[src/rtl/rv32i_pkg.sv]
// Shared RV32I fetch definitions: fetch FSM states, reset PC, instruction width, NOP.
// Also holds the fetch-address legality check used by the PC logic.
package rv32i_pkg;

   localparam int                 INSTR_W          = 32;
   localparam logic [31:0]        RESET_PC_DEFAULT = 32'h0000_0000;
   localparam logic [INSTR_W-1:0] NOP_INSTR        = 32'h0000_0013;

   typedef enum logic [1:0] {
      ST_WARMUP = 2'd0,
      ST_RUN    = 2'd1,
      ST_FAULT  = 2'd2
   } fetch_state_t;

   // 33-bit sum so an address near 2^32 cannot wrap past the range check.
   function automatic logic fetch_addr_ok(input logic [31:0] addr, input int unsigned mem_bytes);
      logic [32:0] w_last;
      w_last = {1'b0, addr} + 33'd3;
      return (addr[1:0] == 2'b00) && (w_last < 33'(mem_bytes));
   endfunction

endpackage

[src/rtl/ifid_reg.sv]
// IF/ID pipeline register: flush clears valid only, load captures pc/instr/pc+4, otherwise hold.
// One-cycle latency; flush wins over load.
module ifid_reg
   import rv32i_pkg::*;
(
   input  logic               clk,
   input  logic               reset,
   input  logic               i_load,
   input  logic               i_flush,
   input  logic [31:0]        i_pc,
   input  logic [INSTR_W-1:0] i_instr,
   output logic               o_valid,
   output logic [31:0]        o_pc,
   output logic [INSTR_W-1:0] o_instr,
   output logic [31:0]        o_pc_plus4
);

   logic               r_valid;
   logic [31:0]        r_pc;
   logic [INSTR_W-1:0] r_instr;
   logic [31:0]        r_pc_plus4;

   always_ff @(posedge clk) begin
      if (reset) begin
         r_valid    <= 1'b0;
         r_pc       <= 32'h0;
         r_instr    <= '0;
         r_pc_plus4 <= 32'h0;
      end else if (i_flush) begin
         r_valid <= 1'b0;
      end else if (i_load) begin
         r_valid    <= 1'b1;
         r_pc       <= i_pc;
         r_instr    <= i_instr;
         r_pc_plus4 <= i_pc + 32'd4;
      end
   end

   assign o_valid    = r_valid;
   assign o_pc       = r_pc;
   assign o_instr    = r_instr;
   assign o_pc_plus4 = r_pc_plus4;

endmodule

[src/rtl/fetch_unit.sv]
// Instruction fetch: registered PC with redirect > stall > sequential priority, feeding ifid_reg.
// Illegal next PC (misaligned or past IMEM_BYTES) parks the FSM in FAULT until reset.
module fetch_unit
   import rv32i_pkg::*;
#(
   parameter logic [31:0] RESET_PC   = RESET_PC_DEFAULT,
   parameter int          IMEM_BYTES = 256
) (
   input  logic               clk,
   input  logic               reset,
   input  logic               stall,
   input  logic               redirect_valid,
   input  logic [31:0]        redirect_target,
   input  logic [INSTR_W-1:0] instruction,
   output logic [31:0]        pc,
   output logic               ifid_valid,
   output logic [31:0]        ifid_pc,
   output logic [INSTR_W-1:0] ifid_instr,
   output logic [31:0]        ifid_pc_plus4,
   output logic               fault
);

   fetch_state_t r_state;
   fetch_state_t w_state_nxt;
   logic [31:0]  r_pc;
   logic [31:0]  w_pc_nxt;
   logic [31:0]  w_seq_pc;
   logic         w_load;
   logic         w_flush;

   assign w_seq_pc = r_pc + 32'd4;

   always_ff @(posedge clk) begin
      if (reset) begin
         r_state <= ST_WARMUP;
         r_pc    <= RESET_PC;
      end else begin
         r_state <= w_state_nxt;
         r_pc    <= w_pc_nxt;
      end
   end

   // A sequential fault still loads the current, legal word; FAULT flushes it next cycle.
   always_comb begin
      w_state_nxt = r_state;
      w_pc_nxt    = r_pc;
      w_load      = 1'b0;
      w_flush     = 1'b0;
      unique case (r_state)
         ST_WARMUP: w_state_nxt = ST_RUN;
         ST_RUN: begin
            if (redirect_valid) begin
               w_flush = 1'b1;
               if (fetch_addr_ok(redirect_target, IMEM_BYTES)) w_pc_nxt = redirect_target;
               else                                            w_state_nxt = ST_FAULT;
            end else if (!stall) begin
               w_load = 1'b1;
               if (fetch_addr_ok(w_seq_pc, IMEM_BYTES)) w_pc_nxt = w_seq_pc;
               else                                     w_state_nxt = ST_FAULT;
            end
         end
         ST_FAULT: w_flush = 1'b1;
         default:  w_state_nxt = ST_FAULT;
      endcase
   end

   ifid_reg u_ifid (
      .clk        (clk),
      .reset      (reset),
      .i_load     (w_load),
      .i_flush    (w_flush),
      .i_pc       (r_pc),
      .i_instr    (instruction),
      .o_valid    (ifid_valid),
      .o_pc       (ifid_pc),
      .o_instr    (ifid_instr),
      .o_pc_plus4 (ifid_pc_plus4)
   );

   assign pc    = r_pc;
   assign fault = (r_state == ST_FAULT);

endmodule

[config.mk]
export PLATFORM = sky130hd
export DESIGN_NAME = fetch_unit
export DESIGN_NICKNAME = d
export VERILOG_FILES = /design/src/rtl/rv32i_pkg.sv /design/src/rtl/ifid_reg.sv /design/src/rtl/fetch_unit.sv
export SDC_FILE = /design/constraint.sdc
export NUM_CORES = 1
export LEC_CHECK = 0
export BUFFER_PORTS_ARGS = -buffer_cell sky130_fd_sc_hd__buf_4
export CELL_PAD_IN_SITES_DETAIL_PLACEMENT = 1
export CELL_PAD_IN_SITES_GLOBAL_PLACEMENT = 1
export CORE_MARGIN = 5
export CORE_UTILIZATION = 34
export CTS_BUF_LIST = sky130_fd_sc_hd__clkbuf_4 sky130_fd_sc_hd__clkbuf_8 sky130_fd_sc_hd__clkbuf_16
export DETAILED_ROUTE_END_ITERATION = 8
export PLACE_DENSITY = 0.81
export RECOVER_POWER = 25
export SYNTH_ARGS = -nofsm -noshare
export SYNTH_HDL_FRONTEND = slang
export SYNTH_HIERARCHICAL = 1
export SYNTH_SLANG_ARGS = --single-unit
[constraint.sdc]
create_clock -name clk -period 3.4 [get_ports clk]
set_input_delay 0.51 -clock clk [delete_from_list [all_inputs] [get_ports clk]]
set_output_delay 0.51 -clock clk [all_outputs]
set_load 0.01 [all_outputs]
=== After elaboration in Yosys (flattened, before gate mapping) ===
Index checks and enable logic that the tools add are counted.

* Flip-flop bits (word level): 131
* Input bits: 68
* Output and inout bits: 130

* Add/sub/neg operators: 3
* $lt $le $gt $ge: 2
* Equality and inequality tests: 7
* Muxes and demuxes: 14
* Bitwise operators: 2
* Reductions and logical operators: 10

{| class="wikitable"
|+ Operator list
! operator !! count
|-
| 32-bit two-way mux || 4
|-
| 32-bit by 2-bit adder with 33-bit output (second input constant) || 2
|-
| 33-bit by 9-bit < comparator with 1-bit output (second input constant) || 2
|-
| 32-bit by 3-bit adder with 32-bit output (second input constant) || 1
|-
| 3-bit inequality test (second input constant) || 3
|-
| 2-bit two-way mux || 4
|-
| 4-bit AND reduction || 2
|-
| 2-bit zero test || 3
|-
| 2-bit case mux with 3 select lines || 1
|-
| 1-bit two-way mux || 4
|-
| 2-bit by 1-bit inequality test with 1-bit output (second input constant) || 2
|-
| 2-bit by 1-bit equality test with 1-bit output (second input constant) || 1
|-
| 2-bit equality test (second input constant) || 1
|-
| 1-bit logical AND || 2
|-
| 1-bit NOT || 2
|-
| 1-bit case mux with 2 select lines || 1
|-
| 2-bit AND reduction || 1
|-
| 2-bit nonzero test || 1
|-
| 2-bit OR reduction || 1
|}

=== Longest topological paths before layout ===
* Depth after elaboration: 8
* Mapped depth: 16

=== Modules after synthesis ===
The synthesis kept the hierarchy.

{| class="wikitable"
|+ By module, submodules not included
! module !! times used !! cells each !! area an instance (µm²) !! seq. area each (µm²)
|-
| ifid_reg || 1 || 489 || 3877.5 || 1901.8
|-
| fetch_unit || 1 || 389 || 3120.5 || 680.7
|}

=== Worst setup path after synthesis ===
No wires, ideal clock.

* Path type: register to register
* Start point: reg r_pc[3] (netlist: pc[3])
* End point: reg r_pc[5] (netlist: pc[5])
* Setup time: 117 ps
* Data arrival time: 3558 ps
* Slack: -275 ps
* Stages on the path, launching flop included: 14
* Path buffers: 2
* Path through: dfxtp_1 > ha_1 > nand3_1 > or3_1 > buf_2 > or3_1 > a211o_1 > a2111o_1 > a22o_1 > a211oi_1 > a41o_1 > buf_6 > o21ai_1 > a32o_1

* Cells in the longest elaborated chain, start to end: 6
* Elaborated cells on any way between the ends: 9
* Classes of those cells: add/sub (2); order compare (1); mux (3); reduce/logical (3)

{| class="wikitable"
|+ RTL lines
! item !! RTL line !! RTL
|-
| start: declaration || fetch_unit.sv:25 || <nowiki>logic [31:0] r_pc;</nowiki>
|-
| start signal: assignment || fetch_unit.sv:39 || <nowiki>r_pc <= w_pc_nxt;</nowiki>
|-
| 32-bit by 3-bit adder with 32-bit output (*) || fetch_unit.sv:31 || <nowiki>assign w_seq_pc = r_pc + 32'd4;</nowiki>
|-
| 32-bit by 2-bit adder with 33-bit output || rv32i_pkg.sv:18 || <nowiki>w_last = {1'b0, addr} + 33'd3;</nowiki>
|-
| 33-bit by 9-bit < comparator with 1-bit output || rv32i_pkg.sv:19 || <nowiki>return (addr[1:0] == 2'b00) && (w_last < 33'(mem_bytes));</nowiki>
|-
| 1-bit logical AND || rv32i_pkg.sv:19 ||
|-
| 2-bit nonzero test (no source line) || - ||
|-
| 4-bit AND reduction (no source line) || - ||
|}

Mark *: on every way between the ends. The rest lies on a longest branch, timed or not. The select of a mux whose other input is x is not followed.
A chain may end at the register's enable or synchronous reset.

=== Worst setup path in the final report ===
* Start point: reg r_pc[13] (netlist: pc[13])
* End point: reg r_pc[5] (netlist: pc[5])

* Cells in the longest elaborated chain, start to end: 6

{| class="wikitable"
|+ RTL lines
! item !! RTL line
|-
| 32-bit by 3-bit adder with 32-bit output || fetch_unit.sv:31
|-
| 32-bit by 2-bit adder with 33-bit output || rv32i_pkg.sv:18
|-
| 33-bit by 9-bit < comparator with 1-bit output || rv32i_pkg.sv:19
|-
| 1-bit logical AND || rv32i_pkg.sv:19
|-
| 2-bit nonzero test (no source line) || -
|-
| 4-bit AND reduction (no source line) || -
|}

No other way between the ends.

==> summary.txt <==
Floorplan
  – # IOs: 198
  – CORE AREA: 20200 sq um
  – Die area: 23600 sq um
  – Initial Utilization: 34.6%
  – DIE HEIGHT: 153 um
  – Num rows: 52
  – DIE WIDTH: 153 um

Clock tree
  – Bufs on Longest Clock Path: 2
  – CTS buffer count: 17
  – Clock Tree Root: clkbuf_16
  – CTS tree: done
  – Hold_buf cts: 0
  – Clk pin slew, worst setup/hold paths: 0.07 ns
  – Worst skew pair latency: 0.43 ns
  – H-tree levels: 4
  – Clock sinks: 129

Hold path
  – HP Start: instruction[26]
  – Hold Path End: u_ifid/o_instr[26]
  – Min-Delay Path Depth: 3
  – Worst hold path class: input pin to flip-flop

Cells and area
  – Share of layout cells above drive strength 1: 34.4%
  – Most frequent cells in the layout: buf_4, nand2_1, dfxtp_1
  – Sequential cell area: 2620 sq um
  – Most common cell after layout, fill and taps aside: buf_4
  – Fin cells: 1446
  – Final net count: 1238
  – Area grow syn2layout: 47.2%
  – Multi-input logic area: 4330 sq um
  – Filler instances: 2458
  – ANT cells: 0

Synth
  – Cell taking the most area after synthesis: dfxtp_1
  – Cell count after synthesis: 878
  – Syn Nets: 953
  – Sequential share of the synthesized area: 36.9%
  – EDFF count, synth: 0
  – Async S/R FF share, synth: 0%
  – Main synth FF type: dfxtp_1
  – Syn Area/Cell: 7.97 sq um
  – Warnings, synthesis: 6
  – Synth area leaders: dfxtp_1, nand2_1, a21oi_1
  – Synth top area share: 36.9%
  – Synthesized flop and latch total: 129
  – Distinct cell type count after synthesis: 74
  – Syn Std Cell Area: 7000 sq um

Critical path
  – R2R Path End: pc[5]
  – Max FO, Critical Path: 5
  – Cells on worst reg2reg path: 14
  – Startpoint Class: flip-flop
  – WP data required: 3.72 ns
  – Worst r2r src: pc[13]
  – WS Path Type: flip-flop to flip-flop
  – Reg2reg setup slack: -0.22 ns
  – WP data arrival: 3.94 ns
  – Crit end category: flip-flop

Global routing
  – Initial antenna violation count: 0
  – Vias in the first global route: 8286
  – Grt ovf: 0
  – Overall Global Routing Usage: 23.6%
  – Pin count of the biggest net entering global routing: 49
  – First-pass GRT wire length: 45400 um

Detailed routing
  – Vias/cell: 5.72
  – Iter 0 DRT Violations: 568
  – DRT Pass-1 Iters: 5
  – Via Count: 8274
  – Routed WL per cell: 21.0 um
  – Final ANT Viol Nets: 0
  – Routed wire length: 30400 um
  – # DRC: 0

Timing
  – Relative max-transition margin: 47.0%
  – RSZ-0062 raised after global routing: yes
  – WHS: 0.326 ns
  – Max-slew violations: 0
  – Worst setup margin: -0.218 ns
  – Worst Skew: 0.0105 ns
  – # setup viols final: 30
  – Max Clk Rate: 276 MHz
  – Final worst-path cycle share: 106%
  – Slew @ Worst Pin: 0.793 ns
  – Final Hold Viols: 0
  – Crit path time final: 3.62 ns

Placement
  – Port-buffer cells: 197
  – Place WS: -0.327 ns
  – Final HPWL DP: 19400 um
  – GPL Wtd Cong: 0.898
  – Cell count after placement: 1394

Power
  – P_leak: 3.95 nW
  – PnR Total Power: 4.37 mW
  – Power Dens Cells: 425 nW/um^2
  – Worst IR Drop VDD: 0.254 mV

Flow run
  – Maxcap violations: 0

Outcome
  – Status: finished with violations
  – Failing checks: setup timing
-- flip-flops by register name, summed over array words and instances, names as in the netlist --
signal	count
u_ifid/o_instr	32
u_ifid/o_valid	1
u_ifid/o_pc	32
pc	32
r_state	2
u_ifid/o_pc_plus4	30
-- worst max-delay path: stages (launching register included) --
cell      delay, ns
dfxtp_2        0.36
nand3_2        0.11
buf_4          0.17
or2_2          0.36
or4_4          0.57
a221oi_4       0.36
and2_4         0.23
nand4_1        0.12
mux2i_1        0.15
a211oi_2       0.26
a41o_1         0.28
buf_6          0.12
buf_6          0.11
o21ai_2        0.05
a32o_2         0.25
-- synthesized netlist by cell type (all sizes together) (8+ instances only) --
library cell  number
a211oi            21
a21oi             75
a311oi            15
and2              27
and3              11
and4              13
buf               29
clkbuf            35
dfxtp            129
inv               12
nand2            159
nand3             29
nand4             27
nor2              57
nor3              26
nor4              20
o21ai             14
o31ai             13
or2                8
or3               12
or4               21
xnor2             18
xor2              11
-- through the flow --
step	instance area, sq um	utilization, %	TNS, ns
5_1_grt	10300	50.9	-8.86
3_5_place_dp	9440	46.6	-8.06
2_1_floorplan	7080	-	-0.00279
4_1_cts	10300	51.0	-4.80
3_3_place_gp	9440	46.6	-4.61
6_report	10300	50.9	-4.88
-- cell families after synthesis --
kind of cell	count (synthesis)	synth area share, %
mux	7	1.00
compound gates	195	19.1
simple gates	435	33.0
buf+inv	76	5.08
fa+ha+maj	7	1.25
xor+xnor	29	3.63
flops	129	36.9
-- area by class of cell --
| type | instances | share of cell area (%) |
|---|---|---|
| flip-flops and latches | 129 | 25.5 |
| clock buffers | 17 | 4.13 |
| repair buffers | 328 | 22.9 |
| inverters | 12 | 0.437 |
| clock inverters | 15 | 1.69 |
| multi-input cells | 675 | 42.1 |
| well taps | 270 | 3.28 |
-- what timing repair did --
action / in CTS / in global routing
cloned: 3 / 0
resized for setup: 33 / 42
endpoints found under the setup margin: 30 / 32
setup buffers: 14 / 5
pin swaps: 27 / 18
-- power breakdown --
group	total (mW)	switching, mW	internal [mW]
clock network	1.89	0.785	1.10
logic	0.827	0.475	0.352
registers	1.66	0.0571	1.60
total	4.37	1.32	3.06
-- layer usage --
metal | up-vias | part of all wire (%) | wire length (um) | track usage [%]
met5 | - | 0 | 0 | 0
met4 | 0 | 3.1 | 938 | 7.40
li1 | 3783 | - | - | -
met2 | 393 | 50 | 15100 | 42.0
met3 | 83 | 6.7 | 2040 | 4.89
met1 | 4015 | 40 | 12200 | 28.5
-- worst max path at each step --
| stage | from | end | slack, ns | depth (start not counted) |
|---|---|---|---|---|
| after floorplan | pc[5] | r_state[1] | -0.003 | 13 |
| after global placement | pc[2] | pc[2] | -0.19 | 12 |
| after detailed placement | pc[2] | pc[2] | -0.33 | 13 |
| after CTS | pc[3] | pc[5] | -0.20 | 17 |
| after global routing | pc[3] | pc[3] | -0.34 | 16 |
| final | pc[13] | pc[5] | -0.22 | 14 |
No activity file was read; power rests on OpenSTA's default activity.
